==> config.mk <==
export PLATFORM = sky130hd
export DESIGN_NAME = scan_74138_ctrl
export DESIGN_NICKNAME = d
export VERILOG_FILES = /design/src/rtl/scan_74138_ctrl.sv
export SDC_FILE = /design/constraint.sdc
export NUM_CORES = 1
export LEC_CHECK = 0
export CORE_MARGIN = 10
export CORE_UTILIZATION = 53
export DETAILED_ROUTE_END_ITERATION = 7
export GPL_TIMING_DRIVEN = 0
export HOLD_SLACK_MARGIN = 0.03
export PLACE_DENSITY = 0.91
export SYNTH_ARGS = -nofsm -noshare
export SYNTH_HDL_FRONTEND = slang
export SYNTH_SLANG_ARGS = --single-unit
==> constraint.sdc <==
create_clock -name clk_i -period 2.21 [get_ports clk_i]
set_input_delay 0.442 -clock clk_i [delete_from_list [all_inputs] [get_ports clk_i]]
set_output_delay 0.442 -clock clk_i [all_outputs]
set_load 0.05 [all_outputs]
==> src/rtl/scan_74138_ctrl.sv <==
// scan_74138_ctrl: blanked channel scanner driving the select and enable pins of a 74138 decoder
//   clk_i, rst_i                   clock, synchronous active-high reset
//   start_i, stop_i, mode_i        scan control (mode 0 = continuous, 1 = single pass)
//   dwell_i                        drive cycles per channel (0 acts as 1)
//   select_a/b/c_o, g1_en_o,
//   g2a_en_n_o, g2b_en_n_o         decoder pins
//   chan_o, busy_o, done_o, wrap_o status
module scan_74138_ctrl #(
    parameter int NUM_CH    = 8,
    parameter int DWELL_W   = 8,
    parameter int BLANK_CYC = 2
) (
    input  logic               clk_i,
    input  logic               rst_i,
    input  logic               start_i,
    input  logic               stop_i,
    input  logic               mode_i,
    input  logic [DWELL_W-1:0] dwell_i,
    output logic               select_a_o,
    output logic               select_b_o,
    output logic               select_c_o,
    output logic               g1_en_o,
    output logic               g2a_en_n_o,
    output logic               g2b_en_n_o,
    output logic [2:0]         chan_o,
    output logic               busy_o,
    output logic               done_o,
    output logic               wrap_o
);
    localparam int CW = DWELL_W > 4 ? DWELL_W : 4;
    // A zero-length blank still costs one disabled cycle so selects and enables never move together.
    localparam logic [CW-1:0] BLANK_LAST = CW'(BLANK_CYC > 0 ? BLANK_CYC - 1 : 0);
    localparam logic [2:0] LAST_CH = 3'(NUM_CH - 1);
    typedef enum logic [1:0] {IDLE, BLANK, DRIVE} state_t;
    state_t state, state_n;
    logic [2:0] chan_n;
    logic [CW-1:0] cnt, cnt_n, drive_last;
    logic [DWELL_W-1:0] dwell, dwell_n;
    logic mode, mode_n, stop_pend, stop_pend_n, done_n, wrap_n, stop_now, last;
    always_comb begin
        stop_now = stop_pend | stop_i;
        last = chan_o == LAST_CH;
        drive_last = dwell == '0 ? '0 : CW'(dwell - 1'b1);
        state_n = state;
        chan_n = chan_o;
        cnt_n = cnt - 1'b1;
        dwell_n = dwell;
        mode_n = mode;
        done_n = 1'b0;
        wrap_n = 1'b0;
        if (state == IDLE) begin
            cnt_n = cnt;
            if (start_i && !stop_i) begin
                state_n = BLANK;
                chan_n = '0;
                cnt_n = BLANK_LAST;
                dwell_n = dwell_i;
                mode_n = mode_i;
            end
        end else if (cnt == '0) begin
            if (state == BLANK) begin
                state_n = stop_now ? IDLE : DRIVE;
                done_n = stop_now;
                cnt_n = drive_last;
            end else if (stop_now || (mode && last)) begin
                state_n = IDLE;
                done_n = 1'b1;
            end else begin
                state_n = BLANK;
                chan_n = last ? 3'd0 : chan_o + 1'b1;
                wrap_n = last;
                cnt_n = BLANK_LAST;
                dwell_n = dwell_i;
            end
        end
        stop_pend_n = state_n != IDLE && (stop_pend || (state != IDLE && stop_i));
    end
    always_ff @(posedge clk_i) begin
        if (rst_i) begin
            state <= IDLE;
            chan_o <= '0;
            cnt <= '0;
            dwell <= '0;
            mode <= 1'b0;
            stop_pend <= 1'b0;
            {select_c_o, select_b_o, select_a_o} <= 3'd0;
            g1_en_o <= 1'b0;
            g2a_en_n_o <= 1'b1;
            g2b_en_n_o <= 1'b1;
            busy_o <= 1'b0;
            done_o <= 1'b0;
            wrap_o <= 1'b0;
        end else begin
            state <= state_n;
            chan_o <= chan_n;
            cnt <= cnt_n;
            dwell <= dwell_n;
            mode <= mode_n;
            stop_pend <= stop_pend_n;
            {select_c_o, select_b_o, select_a_o} <= state_n == IDLE ? 3'd0 : chan_n;
            g1_en_o <= state_n == DRIVE;
            g2a_en_n_o <= state_n != DRIVE;
            g2b_en_n_o <= state_n != DRIVE;
            busy_o <= state_n != IDLE;
            done_o <= done_n;
            wrap_o <= wrap_n;
        end
    end
endmodule

==> key figures, run 1 <==
Synthesis
  • Synth Warn #: 0
  • Avg Inst Size Synth: 8.785 µm²
  • Area leader, netlist: dfxtp_1
  • Synth Flop Type: dfxtp_1
  • Register area share after synthesis: 38.18%
  • Yosys cell types: 47
  • Mapped Nets: slightly above 200
  • Post-synth EDFFs: 0
  • Largest cells by area after synthesis: dfxtp_1, mux2i_1, nor2_1, ha_1, a21oi_1
  • Syn Std Cell Area: about 1600 µm²
  • Synth async-reset ratio: 0%
  • Synth Register Bits: 31
  • Top-area cell type share of the netlist area: 38.18%
  • Synth Instances: 185

Timing
  • Crit share post-route: 95.18%
  • Worst slew pin tran: 770.2 ps
  • Fin crit period: 2104 ps
  • Fin. max-slew vios: 0
  • Fin Clk Skew: 13.50 ps
  • Setup repair after global routing missed its margin: false
  • Max Freq: approximately 480 MHz
  • Endpoints failing setup: 0
  • Hold WS: 548.8 ps
  • Final Hold Vio Count: 0
  • Worst slew margin: 48.18%

Placement
  • Buffers added on ports: 23
  • Gp weighted congestion: 0.9241
  • Area post-placement: around 1900 µm²
  • HPWL after DPL: 2781 µm

CTS
  • Number of hold buffers added after cts: 0
  • CTS tree: yes
  • Clock root buffer: clkbuf_4
  • Clock buffer count from CTS: 5
  • Worst-case clock buffer depth: 2
  • CTS sink count: 31
  • Clock slew at reported path FFs: ~110 ps
  • Htree depth: 2
  • Worst skew pair latency: 350 ps

Critical path
  • Slowest cell on the critical path: a211oi_2
  • R2R depth: 7
  • Crit-path max cell delay: about 440 ps
  • Worst EP required: 2460 ps
  • Most frequent cell on the critical path: ha_1
  • Setup crit end kind: flop
  • R2R Path End: select_a_o
  • Crit Path Category: reg2reg
  • Critical path startpoint category: flop
  • Critical-path cell list: ha_1 -> ha_1 -> a211oi_2 -> nand4_1 -> buf_4 -> mux2i_1 -> nor4_1
  • FF-to-FF setup slack: 110 ps
  • Crit path from: chan_o[0]
  • Setup crit end: select_a_o
  • CP Max Fanout: 6
  • Worst reg2reg startpoint: chan_o[0]
  • CP Data Arrival Time: around 2400 ps

Flow run
  • Max_cap viols: 0

Global route
  • Total GRT Usage: between 10% and 20%
  • Largest net degree at the start of global routing: 11
  • Total grt overflow: 0
  • Initial antenna violation count: 0
  • Vias in the first global route: 1459
  • First-pass GRT wire length: 6396 µm

Floorplanning
  • Die H: ~75 µm
  • I/O pin count: 25
  • Core box area: 3003 µm²
  • Standard-cell rows: 20
  • Die width: 75.38 µm
  • Initial Utilization: roughly 54%
  • Die area: 5681 µm²

Cells and area
  • Synthesis-to-layout area growth: 23.33%
  • Filler Cell Count: 248
  • Design area: 2004 µm²
  • Commonest non-fill, non-tap cell in the layout: dfxtp_1
  • # diodes: 0
  • Register area: 620.6 µm²
  • Number of nets in the layout: about 230
  • Footprint of the multi-input gates: 937.1 µm²
  • Share of layout cells above drive strength 1: 9.677%
  • Commonest cells after routing, fill and taps aside: dfxtp_1, clkdlybuf4s50_1, nor2_1

Pwr
  • Leakage power: 0.7992 nW
  • Power Density: slightly below 800 nW/µm²
  • Worst VDD drop: 0.6165 mV

Run status
  • Status: complete, no violations

Drt
  • Initial DRC Count: 80
  • # DRC: 0
  • Drt via density: 5.928
  • 1st-pass router iterations: 4
  • Detailed-route wire length per cell: 15.23 µm
  • Vias post-DR: 1482
  • ANT nets after route: 0
  • Post-Route WL: 3808 µm

Worst hold path
  • Min-delay src: cnt[0]
  • Hold Path Class: reg2reg
[Yosys cell counts, drive strengths merged (6+ instances only)]
cell and count:
mux2i 12, a21oi 10, nor3 9, nor2 20, nor2b 6, dfxtp 31, inv 11, o21ai 8
nand2 7
[cell type report]
type	count	area share [%]
Multi-Input combinational cell	134	46.75
Sequential cell	31	30.96
Timing Repair Buffer	24	11.86
Clock buffer	6	2.559
Inverter	11	2.060
Tap cell	33	2.060
Buffer	9	1.998
Clock inverter	2	1.748
[power breakdown]
part	internal (mW)	switching (mW)	total (mW)
Sequential	0.594	0.0468	0.641
Combinational	0.186	0.267	0.452
Clock	0.267	0.206	0.473
Total	1.05	0.519	1.57
[cells by family (layout without fill, tap and decap cells)]
logic type               count (synthesis)  count (layout)  share of synthesized area [%]
AO/OA/AOI/OAI                           42              42                          17.40
flip-flops                              31              31                          38.18
XOR/XNOR                                 5               5                          2.694
AND/OR/NAND/NOR                         70              70                          25.48
buffers and inverters                   20              52                          5.004
multiplexers                            12              12                          7.391
adder cells (fa/ha/maj)                  5               5                          3.849
[registers in the layout, summed over array words and instances (netlist names), 2 cells and up]
signal	flops
chan_o	3
cnt	8
dwell	8
state	2
[critical path, delay by kind of cell (launching register included)]
| kind | cells | cell delay, ps |
|---|---|---|
| DFF | 1 | 350 |
| and+or+nand+nor | 2 | 430 |
| buffers and inverters | 1 | 210 |
| AOI/OAI and AO/OA | 1 | 440 |
| adders and majority gates | 2 | 440 |
| muxes | 1 | 140 |
[metrics by stage]
step | TNS [ps] | setup slack (ps) | std cells | power [mW] | utilization, %
5_1_grt | 0 | 15.68 | 250 | 1.650 | 66.75
4_1_cts | 0 | 28.18 | 249 | 1.561 | 66.21
2_1_floorplan | 0 | 132.3 | 185 | 0.9808 | -
3_5_place_dp | -3190 | -289.8 | 241 | 1.088 | 63.33
3_3_place_gp | -2511 | -243.0 | 241 | 1.081 | 63.33
6_report | 0 | 106.4 | 250 | 1.566 | 66.75
[layer usage]
metal	GRT usage (%)	part of all wire [%]	vias to the layer above
li1	-	-	735
met1	15.49	41	674
met2	23.89	48	62
met3	5.469	8.0	11
met4	9.278	3.0	0
met5	0	0	-
[what timing repair did]
action | 4_1_cts | 5_1_grt
setup endpoints to repair | 0 | 14
resized for setup | 0 | 1
hold endpoints to repair | 0 | 0
setup buffers | 0 | 1
[worst min path at each step]
stage | endpoint | slack [ps] | depth (start not counted)
2_1_floorplan | cnt[1] | 490 | 2
3_3_place_gp | cnt[1] | 520 | 2
3_5_place_dp | cnt[1] | 530 | 2
4_1_cts | cnt[1] | 540 | 2
5_1_grt | cnt[1] | 570 | 2
6_report | cnt[0] | 550 | 2
Note: power is estimated with default switching activity, not from simulation.
==> inputs of run 2 (changes only) <==
--- a/config.mk
+++ b/config.mk
@@ -5,12 +5,14 @@
 export SDC_FILE = /design/constraint.sdc
 export NUM_CORES = 1
 export LEC_CHECK = 0
+export CAP_MARGIN = 30
 export CORE_MARGIN = 10
-export CORE_UTILIZATION = 53
+export CORE_UTILIZATION = 55
 export DETAILED_ROUTE_END_ITERATION = 7
+export DONT_BUFFER_PORTS = 1
 export GPL_TIMING_DRIVEN = 0
 export HOLD_SLACK_MARGIN = 0.03
-export PLACE_DENSITY = 0.91
+export PLACE_DENSITY = 0.82
 export SYNTH_ARGS = -nofsm -noshare
 export SYNTH_HDL_FRONTEND = slang
 export SYNTH_SLANG_ARGS = --single-unit
==> key figures, run 2 (same netlist as run 1, synthesis figures left out) <==
Run status
  • Status: complete, no violations

Critical path
  • Crit Path Category: reg2reg
  • CP Max Fanout: 6 (unchanged)
  • Slowest cell on the critical path: dfxtp_4
  • Most frequent cell on the critical path: ha_1
  • Setup crit end kind: flop
  • WP buf/inv: 0 (-1)
  • Critical path startpoint category: flop
  • Crit-path max cell delay: 420 ps (-20 ps)
  • Critical-path cell list: ha_1 -> ha_1 -> a211oi_4 -> o211ai_1 -> o2bb2ai_1 -> a221oi_1
  • Worst EP required: 2450 ps (about the same)
  • Top delay family on crit path: compound AO/OA/AOI/OAI gates
  • CP Data Arrival Time: 2300 ps (-50 ps)

Placement
  • Buffers added on ports: 0 (-100%)
  • Pre-CTS WS: -182.3 ps (+107.5 ps)
  • HPWL after DPL: 2922 µm (+5.1%)
  • Gp weighted congestion: 0.9646 (+4.4%)

Cells and area
  • Top flop regs: cnt x8, dwell x8, chan_o x3
  • # diodes: 0 (unchanged)
  • Commonest non-fill, non-tap cell in the layout: dfxtp_1
  • Commonest cells after routing, fill and taps aside: dfxtp_1, nor2_1, mux2i_1
  • Fin util: 64.06% (-2.7 points)
  • Share of layout cells above drive strength 1: 12.82% (+3.1 points)
  • Number of nets in the layout: 212 (-9.4%)
  • Synthesis-to-layout area growth: 9.623%

Timing
  • Worst slew pin tran: 820.5 ps (+50.28 ps)
  • Worst slew margin: 44.80% (-3.4 points)
  • Final Hold Vio Count: 0 (unchanged)
  • Fin Clk Skew: 6.677 ps (-6.824 ps)
  • Fin crit period: 2058 ps (-45.73 ps)
  • Endpoints failing setup: 0 (unchanged)
  • Crit share post-route: 93.11% (-2.1 points)
  • Final Worst Setup Slack: 152.2 ps (+45.74 ps)
  • Fin. max-slew vios: 0 (unchanged)
  • Setup repair after global routing missed its margin: false
  • Max Freq: 486.0 MHz (+2.2%)

Global route
  • Initial antenna violation count: 0 (unchanged)
  • Vias in the first global route: 1363 (-6.6%)
  • Total GRT Usage: 15.42% (+0.83 points)
  • Largest net degree at the start of global routing: 11 (unchanged)
  • First-pass GRT wire length: 6727 µm (+5.2%)
  • Total grt overflow: 0 (unchanged)

Drt
  • 1st-pass router iterations: 4 (unchanged)
  • ANT nets after route: 0 (unchanged)
  • Post-Route WL: 4075 µm (+7.0%)
  • # DRC: 0 (unchanged)
  • Drt via density: 6.358 (+7.3%)
  • Vias post-DR: 1437 (-3.0%)
  • Initial DRC Count: 106 (+33%)
  • Detailed-route wire length per cell: 18.03 µm (+18%)

Pwr
  • Worst VDD drop: 0.7273 mV (+18%)
  • Power Density: 821.7 nW/µm² (+5.2%)
  • Leakage power: 0.7105 nW (-11%)

CTS
  • CTS sink count: 31 (unchanged)
  • Clock root buffer: clkbuf_4
  • CTS tree: yes
  • Worst-case clock buffer depth: 2 (unchanged)
  • Clock buffer count from CTS: 5 (unchanged)
  • Worst skew pair latency: 330 ps (-20 ps)
  • Clock slew at reported path FFs: 110 ps (about the same)
  • Htree depth: 2 (unchanged)
  • Number of hold buffers added after cts: 0 (unchanged)

Floorplanning
  • Die H: 74.36 µm (-1.3%)
  • Initial Utilization: 58.43% (+4.3 points)
  • Die area: 5529 µm² (-2.7%)
  • I/O pin count: 25 (unchanged)
  • Die width: 74.36 µm (-1.3%)
  • Standard-cell rows: 19 (-5.0%)
  • Core box area: 2781 µm² (-7.4%)

Flow run
  • Max_cap viols: 0 (unchanged)

Worst hold path
  • Hold Path Class: in2reg
[run 2: metal layers]
metal | wire length [µm] | GRT usage, % | vias to the layer above
li1 | - | - | 695
met1 | 1611 | 17.56 | 681
met2 | 2035 | 24.98 | 50
met3 | 339 | 5.319 | 11
met4 | 89 | 7.927 | 0
met5 | 0 | 0 | -
[run 2: area by class of cell]
type                       count  area, µm²
buffer                         9      40.04
clock buffer                   7      65.06
clock inverter                 1      7.507
fill                         235      999.7
inverter                      11      41.29
multi-input combinational    134      944.7
sequential                    31      629.4
tap                           31      38.79
timing repair buffer           2      15.01
[run 2: path summary, 6_finish.rpt]
| kind | slack, ps | startpoint | cells past startpoint | endpoint |
|---|---|---|---|---|
| worst max-delay path | 150 | chan_o[0] | 6 | cnt[0] |
| worst min-delay path | 250 | dwell_i[4] | 2 | dwell[4] |
| worst max register to register | 150 | chan_o[0] | 6 | cnt[0] |
| worst min register to register | 550 | cnt[1] | 2 | cnt[1] |
[run 2: report_power, final]
part | leakage, nW | internal (mW) | switching, mW
sequential | 0.254 | 0.592 | 0.0630
combinational | 0.419 | 0.162 | 0.254
clock | 0.0375 | 0.186 | 0.207
total | 0.711 | 0.940 | 0.524
[run 2: through the flow]
stage / total power, mW / cells / instance area, µm² / setup TNS [ps] / hold WS [ps]
2_1_floorplan: 0.9808 / 185 / 1630 / 0 / 491.5
3_3_place_gp: 1.056 / 216 / 1669 / -555.9 / 516.4
3_5_place_dp: 1.066 / 216 / 1669 / -1222 / 524.1
4_1_cts: 1.458 / 226 / 1767 / 0 / 243.6
5_1_grt: 1.537 / 226 / 1782 / 0 / 249.6
6_report: 1.464 / 226 / 1782 / 0 / 251.4
[run 2: worst register-to-register path, stage by stage, from the launching register on]
cell       delay [ps]
dfxtp_4           420
ha_1              230
ha_1              250
a211oi_4          350
o211ai_1          270
o2bb2ai_1         210
a221oi_1          240
[run 2: timing repair]
| item | in CTS | in global routing |
|---|---|---|
| pin swaps | 0 | 2 |
| endpoints found under the setup margin | 19 | 10 |
| setup buffers | 2 | 0 |
| gates resized for setup | 3 | 4 |
==> inputs of run 3 (changes only) <==
--- a/config.mk
+++ b/config.mk
@@ -11,7 +11,7 @@
 export DETAILED_ROUTE_END_ITERATION = 7
 export DONT_BUFFER_PORTS = 1
 export GPL_TIMING_DRIVEN = 0
-export HOLD_SLACK_MARGIN = 0.03
+export HOLD_SLACK_MARGIN = 0.06
 export PLACE_DENSITY = 0.82
 export SYNTH_ARGS = -nofsm -noshare
 export SYNTH_HDL_FRONTEND = slang
==> results of run 3 <==
No change in the layout: final DEF, timing and power equal those of run 2.
